$ cat src/rtl/btn_event_decoder_pkg.sv
// Shared state and event encodings for the button gesture decoder.
// The state values are fixed so debug logic can decode state_o directly.
package btn_event_decoder_pkg;

    typedef enum logic [2:0] {
        ST_IDLE   = 3'd0,
        ST_PRESS1 = 3'd1,
        ST_HOLD   = 3'd2,
        ST_GAP    = 3'd3,
        ST_PRESS2 = 3'd4
    } btn_state_e;

    typedef enum logic [2:0] {
        EV_NONE   = 3'd0,
        EV_SHORT  = 3'd1,
        EV_LONG   = 3'd2,
        EV_REPEAT = 3'd3,
        EV_DOUBLE = 3'd4
    } btn_event_e;

    // A timed phase needs at least two cycles so that its terminal count differs from entry.
    function automatic bit cyc_legal(input int unsigned cyc, input int unsigned cnt_w);
        return (cyc >= 2) && (longint'(cyc - 1) < (longint'(1) << cnt_w));
    endfunction

endpackage

$ cat src/rtl/btn_event_decoder.sv
// Classifies a debounced button level into short/long/repeat/double-click pulses.
// Pulses are registered, one cycle wide and mutually exclusive by construction.
module btn_event_decoder
    import btn_event_decoder_pkg::*;
#(
    parameter int unsigned LONG_CYC = 100_000_000,
    parameter int unsigned DBL_CYC  = 30_000_000,
    parameter int unsigned RPT_CYC  = 20_000_000,
    parameter int unsigned CNT_W    = 27
) (
    input  logic       clk,
    input  logic       rst_n,
    input  logic       level_in,
    output logic       short_press,
    output logic       long_press,
    output logic       repeat_tick,
    output logic       double_click,
    output logic [2:0] state_o
);

    if (!cyc_legal(LONG_CYC, CNT_W) || !cyc_legal(DBL_CYC, CNT_W) || !cyc_legal(RPT_CYC, CNT_W)) begin : g_param_check
        $error("btn_event_decoder: *_CYC must be >= 2 and CNT_W must hold *_CYC-1");
    end

    localparam logic [CNT_W-1:0] LONG_TC = CNT_W'(LONG_CYC - 1);
    localparam logic [CNT_W-1:0] DBL_TC  = CNT_W'(DBL_CYC - 1);
    localparam logic [CNT_W-1:0] RPT_TC  = CNT_W'(RPT_CYC - 1);

    btn_state_e       state_q, state_d;
    btn_event_e       ev_q, ev_d;
    logic [CNT_W-1:0] cnt_q, cnt_d;
    logic             prev_q;
    logic             rise, fall;

    assign rise = level_in & ~prev_q;
    assign fall = ~level_in & prev_q;

    // Edges are tested before terminal counts so an edge always wins a same-cycle timeout.
    always_comb begin
        state_d = state_q;
        cnt_d   = cnt_q;
        ev_d    = EV_NONE;
        case (state_q)
            ST_IDLE: begin
                if (rise) state_d = ST_PRESS1;
            end
            ST_PRESS1: begin
                if (fall) begin
                    state_d = ST_GAP;
                end else if (cnt_q == LONG_TC) begin
                    ev_d    = EV_LONG;
                    state_d = ST_HOLD;
                end else begin
                    cnt_d = cnt_q + CNT_W'(1);
                end
            end
            ST_HOLD: begin
                if (fall) begin
                    state_d = ST_IDLE;
                end else if (cnt_q == RPT_TC) begin
                    ev_d  = EV_REPEAT;
                    cnt_d = '0;
                end else begin
                    cnt_d = cnt_q + CNT_W'(1);
                end
            end
            ST_GAP: begin
                if (rise) begin
                    state_d = ST_PRESS2;
                end else if (cnt_q == DBL_TC) begin
                    ev_d    = EV_SHORT;
                    state_d = ST_IDLE;
                end else begin
                    cnt_d = cnt_q + CNT_W'(1);
                end
            end
            ST_PRESS2: begin
                if (fall) begin
                    ev_d    = EV_DOUBLE;
                    state_d = ST_IDLE;
                end
            end
            default: state_d = ST_IDLE;
        endcase
        if (state_d != state_q) cnt_d = '0;
    end

    // prev resets high so a button held through reset needs a fresh press.
    always_ff @(posedge clk) begin
        if (!rst_n) begin
            state_q <= ST_IDLE;
            cnt_q   <= '0;
            prev_q  <= 1'b1;
            ev_q    <= EV_NONE;
        end else begin
            state_q <= state_d;
            cnt_q   <= cnt_d;
            prev_q  <= level_in;
            ev_q    <= ev_d;
        end
    end

    assign short_press  = (ev_q == EV_SHORT);
    assign long_press   = (ev_q == EV_LONG);
    assign repeat_tick  = (ev_q == EV_REPEAT);
    assign double_click = (ev_q == EV_DOUBLE);
    assign state_o      = state_q;

endmodule

$ cat config.mk
export PLATFORM = sky130hd
export DESIGN_NAME = btn_event_decoder
export DESIGN_NICKNAME = d
export VERILOG_FILES = /design/src/rtl/btn_event_decoder_pkg.sv /design/src/rtl/btn_event_decoder.sv
export SDC_FILE = /design/constraint.sdc
export NUM_CORES = 1
export LEC_CHECK = 0
export ABC_AREA = 1
export BUFFER_PORTS_ARGS = -buffer_cell sky130_fd_sc_hd__buf_2
export CAP_MARGIN = 10
export CORE_MARGIN = 8
export CORE_UTILIZATION = 60
export DETAILED_ROUTE_END_ITERATION = 7
export GPL_ROUTABILITY_DRIVEN = 1
export PLACE_DENSITY = 0.78
export SETUP_SLACK_MARGIN = 0.15
export SYNTH_ARGS = -nofsm -noshare
export SYNTH_HDL_FRONTEND = slang
export SYNTH_SLANG_ARGS = --single-unit
$ cat constraint.sdc
create_clock -name clk -period 2.6 [get_ports clk]
set_input_delay 0 -clock clk [delete_from_list [all_inputs] [get_ports clk]]
set_output_delay 0 -clock clk [all_outputs]
set_load 0.02 [all_outputs]
==> impl_metrics.py <==
metrics = {
    "global_routing": {
        "grt_use_total_pct": 21.9,
        "grt_pass1_wl_um": 11500,
        "antenna_found_initial": 0,
        "grt-ovfl-total": 0,
        "grt_start_max_net_pins": 40,
        "first_global_vias": 2445,
    },
    "yosys": {
        "syn_nets": 435,
        "synth_area_mm2": 0.00260,
        "synth.ff_latch_count": 34,
        "yosysWarnings": 0,
        "yosysUniqueCellTypes": 30,
        "syn-instance-count": 431,
        "seq_area_frac_synth_pct": 26.2,
        "avgSynthCellArea_um2": 6.04,
    },
    "clock_tree": {
        "clock_latency_ns": 0.29,
        "numCtsBuffers": 5,
        "tritoncts": "yes",
        "path_clk_slew_ns": 0.07,
        "h-tree-depth": 2,
        "clockBufferDepth": 2,
        "cts_resized": 0,
        "cts.sinks": 34,
        "cts_root_buffer": "clkbuf_8",
    },
    "pwr": {
        "powerDensity_mw_per_mm2": 395,
        "p_leak_nw": 1.02,
        "ir_drop_v": 0.000273,
    },
    "final_layout": {
        "area.growth.synth_to_final_pct": 7.21,
        "drive_gt1_share_pct": 16.2,
        "final_cell_area_mm2": 0.00279,
        "num-nets-final": 447,
        "diodes": 0,
    },
    "outcome": {
        "outcome": "finished, final reports clean",
    },
    "placement": {
        "gp_congestion": 1.01,
        "port_buffers": 9,
        "post-place-ws_ns": 0.460,
        "placed_cell_area_mm2": 0.00268,
        "dp.final_hpwl_um": 5120,
    },
    "worst_setup_path": {
        "arrival_ns": 2.37,
        "regToRegSetupSlack_ns": 0.40,
        "crit_start": "cnt_q[0]",
        "ff2ff_path_depth": 10,
        "start_kind": "flip-flop",
        "worstPathMaxFanout": 9,
        "critPathKind": "flip-flop to flip-flop",
        "rr_startpoint": "cnt_q[0]",
        "cp-end-kind": "flip-flop",
        "rr_endpoint": "cnt_q[0]",
        "crit_required_ns": 2.77,
    },
    "timing": {
        "slew_viol_final": 0,
        "setup_viol": 0,
        "period_needed_ns": 2.20,
        "hold_violations": 0,
        "setup_ws_ns": 0.405,
        "max_freq_mhz": 456,
        "fin_worst_skew_ns": 0.00688,
        "rsz0062_at_grt": "false",
        "tns_ns": 0,
        "period_share_pct": 84.4,
        "tightest_slew_ns": 0.521,
        "slew_headroom_pct": 65.3,
    },
    "routing": {
        "drt_iter0_drc": 169,
        "met3_length_um": 438,
        "drc": 0,
        "drt-pass1-iter-count": 6,
        "wl_um": 6850,
        "m1WireLength_um": 3080,
        "avgViaCountPerCell": 5.33,
        "route.met2.wl_um": 3160,
        "top_layer": "met4",
        "wire_per_inst_um": 13.8,
        "antenna_left": 0,
        "vias": 2642,
    },
    "worst_hold_path": {
        "hp-class": "primary input to flip-flop",
        "hp-start": "level_in",
        "min_to": "ev_q[2]",
        "min_delay_path_depth": 4,
    },
    "floorplan": {
        "initial_core_util_pct": 61.0,
        "die_h_um": 81.9,
        "rows": 24,
        "coreArea_mm2": 0.00426,
        "die_x_um": 81.9,
        "top_level_ports": 10,
        "dieArea_mm2": 0.00670,
    },
    "flow_run": {
        "drv_cap": 0,
    },
}
-- cell usage after synthesis --
master / number / area [um^2]
a21oi_1: 14 / 70.1
buf_2: 4 / 20.0
and2_1: 1 / 6.26
nand3_1: 22 / 110
o21ai_0: 3 / 15.0
inv_2: 7 / 26.3
nor2_1: 120 / 450
nand3b_1: 1 / 7.51
buf_6: 4 / 45.0
nand2_4: 1 / 11.3
nor3_2: 2 / 20.0
nor2_4: 2 / 22.5
a21oi_2: 10 / 87.6
nand2_1: 86 / 323
clkinv_1: 1 / 3.75
o21ai_1: 2 / 10.0
nor3_1: 11 / 55.1
xor2_1: 19 / 166
inv_1: 44 / 165
nand2_2: 3 / 18.8
dfxtp_1: 34 / 681
nand4_2: 1 / 12.5
nand3_4: 1 / 17.5
nor4_1: 1 / 6.26
nand4_1: 7 / 43.8
ha_1: 1 / 12.5
nor2_2: 23 / 144
a31oi_1: 1 / 6.26
nand3_2: 3 / 30.0
a211oi_1: 2 / 15.0
-- state kept, by name, indices dropped and copies added (netlist names) --
| signal | cells |
|---|---|
| cnt_q | 27 |
| ev_q | 3 |
| state_o | 3 |
| prev_q | 1 |
-- cell usage in the layout, fill, tap and decap left out, types with 2 or more instances in the layout --
master	instances
a21oi_2	10
nor2_4	2
clkbuf_8	6
nand2_2	3
inv_2	7
dfxtp_1	34
nor2_2	23
o21ai_0	3
nor2_1	120
nand2_1	86
o21ai_1	2
buf_2	9
nand4_1	7
nor3_1	11
nor3_2	2
a21oi_1	14
xor2_1	19
inv_1	44
nand3_2	3
a211oi_1	2
dlygate4sd3_1	2
nand3_1	22
-- final cells by class --
class,count,area [um^2]
fillers,428,1470
flip-flops and latches,34,681
repair buffers,13,92.6
well taps,52,65.1
inverters,52,195
clock buffers,6,82.6
multi-input cells,337,1660
clock inverters,2,12.5
-- cell families (layout without fill, tap and decap cells) --
family          after synthesis  in the layout  synth area share, %
compound gates               32             32                 7.84
simple gates                285            285                 49.1
flops                        34             34                 26.2
fa+ha+maj                     1              1                0.481
buf+inv                      60             73                 10.0
xor+xnor                     19             19                 6.39
-- power breakdown --
group	switching (W)	leakage, nW	total, W	internal (W)
sequential	0.00000623	0.274	0.000532	0.000525
combinational	0.000115	0.703	0.000153	0.0000385
clock	0.000205	0.0472	0.000417	0.000213
total	0.000326	1.02	0.00110	0.000777
-- worst max-delay path, cell delays in order, from the launching register on --
cell and delay, ns:
dfxtp_1 0.38, ha_1 0.29, nand3_2 0.15, inv_2 0.14
nand2_4 0.09, inv_1 0.10, nand3_1 0.09, nor2_2 0.42
a21oi_1 0.18, a21oi_2 0.20, nor2_2 0.05
-- layer usage --
layer / vias up / global-route usage [%]
met5: - / 0
met4: 0 / 7.72
met1: 1164 / 27.2
met2: 92 / 36.8
met3: 17 / 4.16
li1: 1369 / -
-- per-stage QoR --
stage	std cells	hold slack (ns)	util [%]	total power, W
after floorplan	431	0.0687	-	0.000671
after global placement	486	0.213	62.7	0.000692
after detailed placement	486	0.216	62.7	0.000694
after CTS	496	0.104	65.4	0.00111
after global routing	496	0.117	65.4	0.00114
final	496	0.108	65.4	0.00110
-- what timing repair did --
action | in CTS | in global routing
hold buffers | 2 | 0
buffers inserted | 0 | 0
endpoints found under the hold margin | 2 | 0
-- worst max-delay path by stage --
stage	to	slack (ns)
6_report	cnt_q[0]	0.40
5_1_grt	cnt_q[2]	0.19
3_3_place_gp	cnt_q[26]	0.55
4_1_cts	cnt_q[6]	0.41
3_5_place_dp	cnt_q[6]	0.46
2_1_floorplan	cnt_q[0]	0.80
No activity file was read; power rests on OpenSTA's default activity.
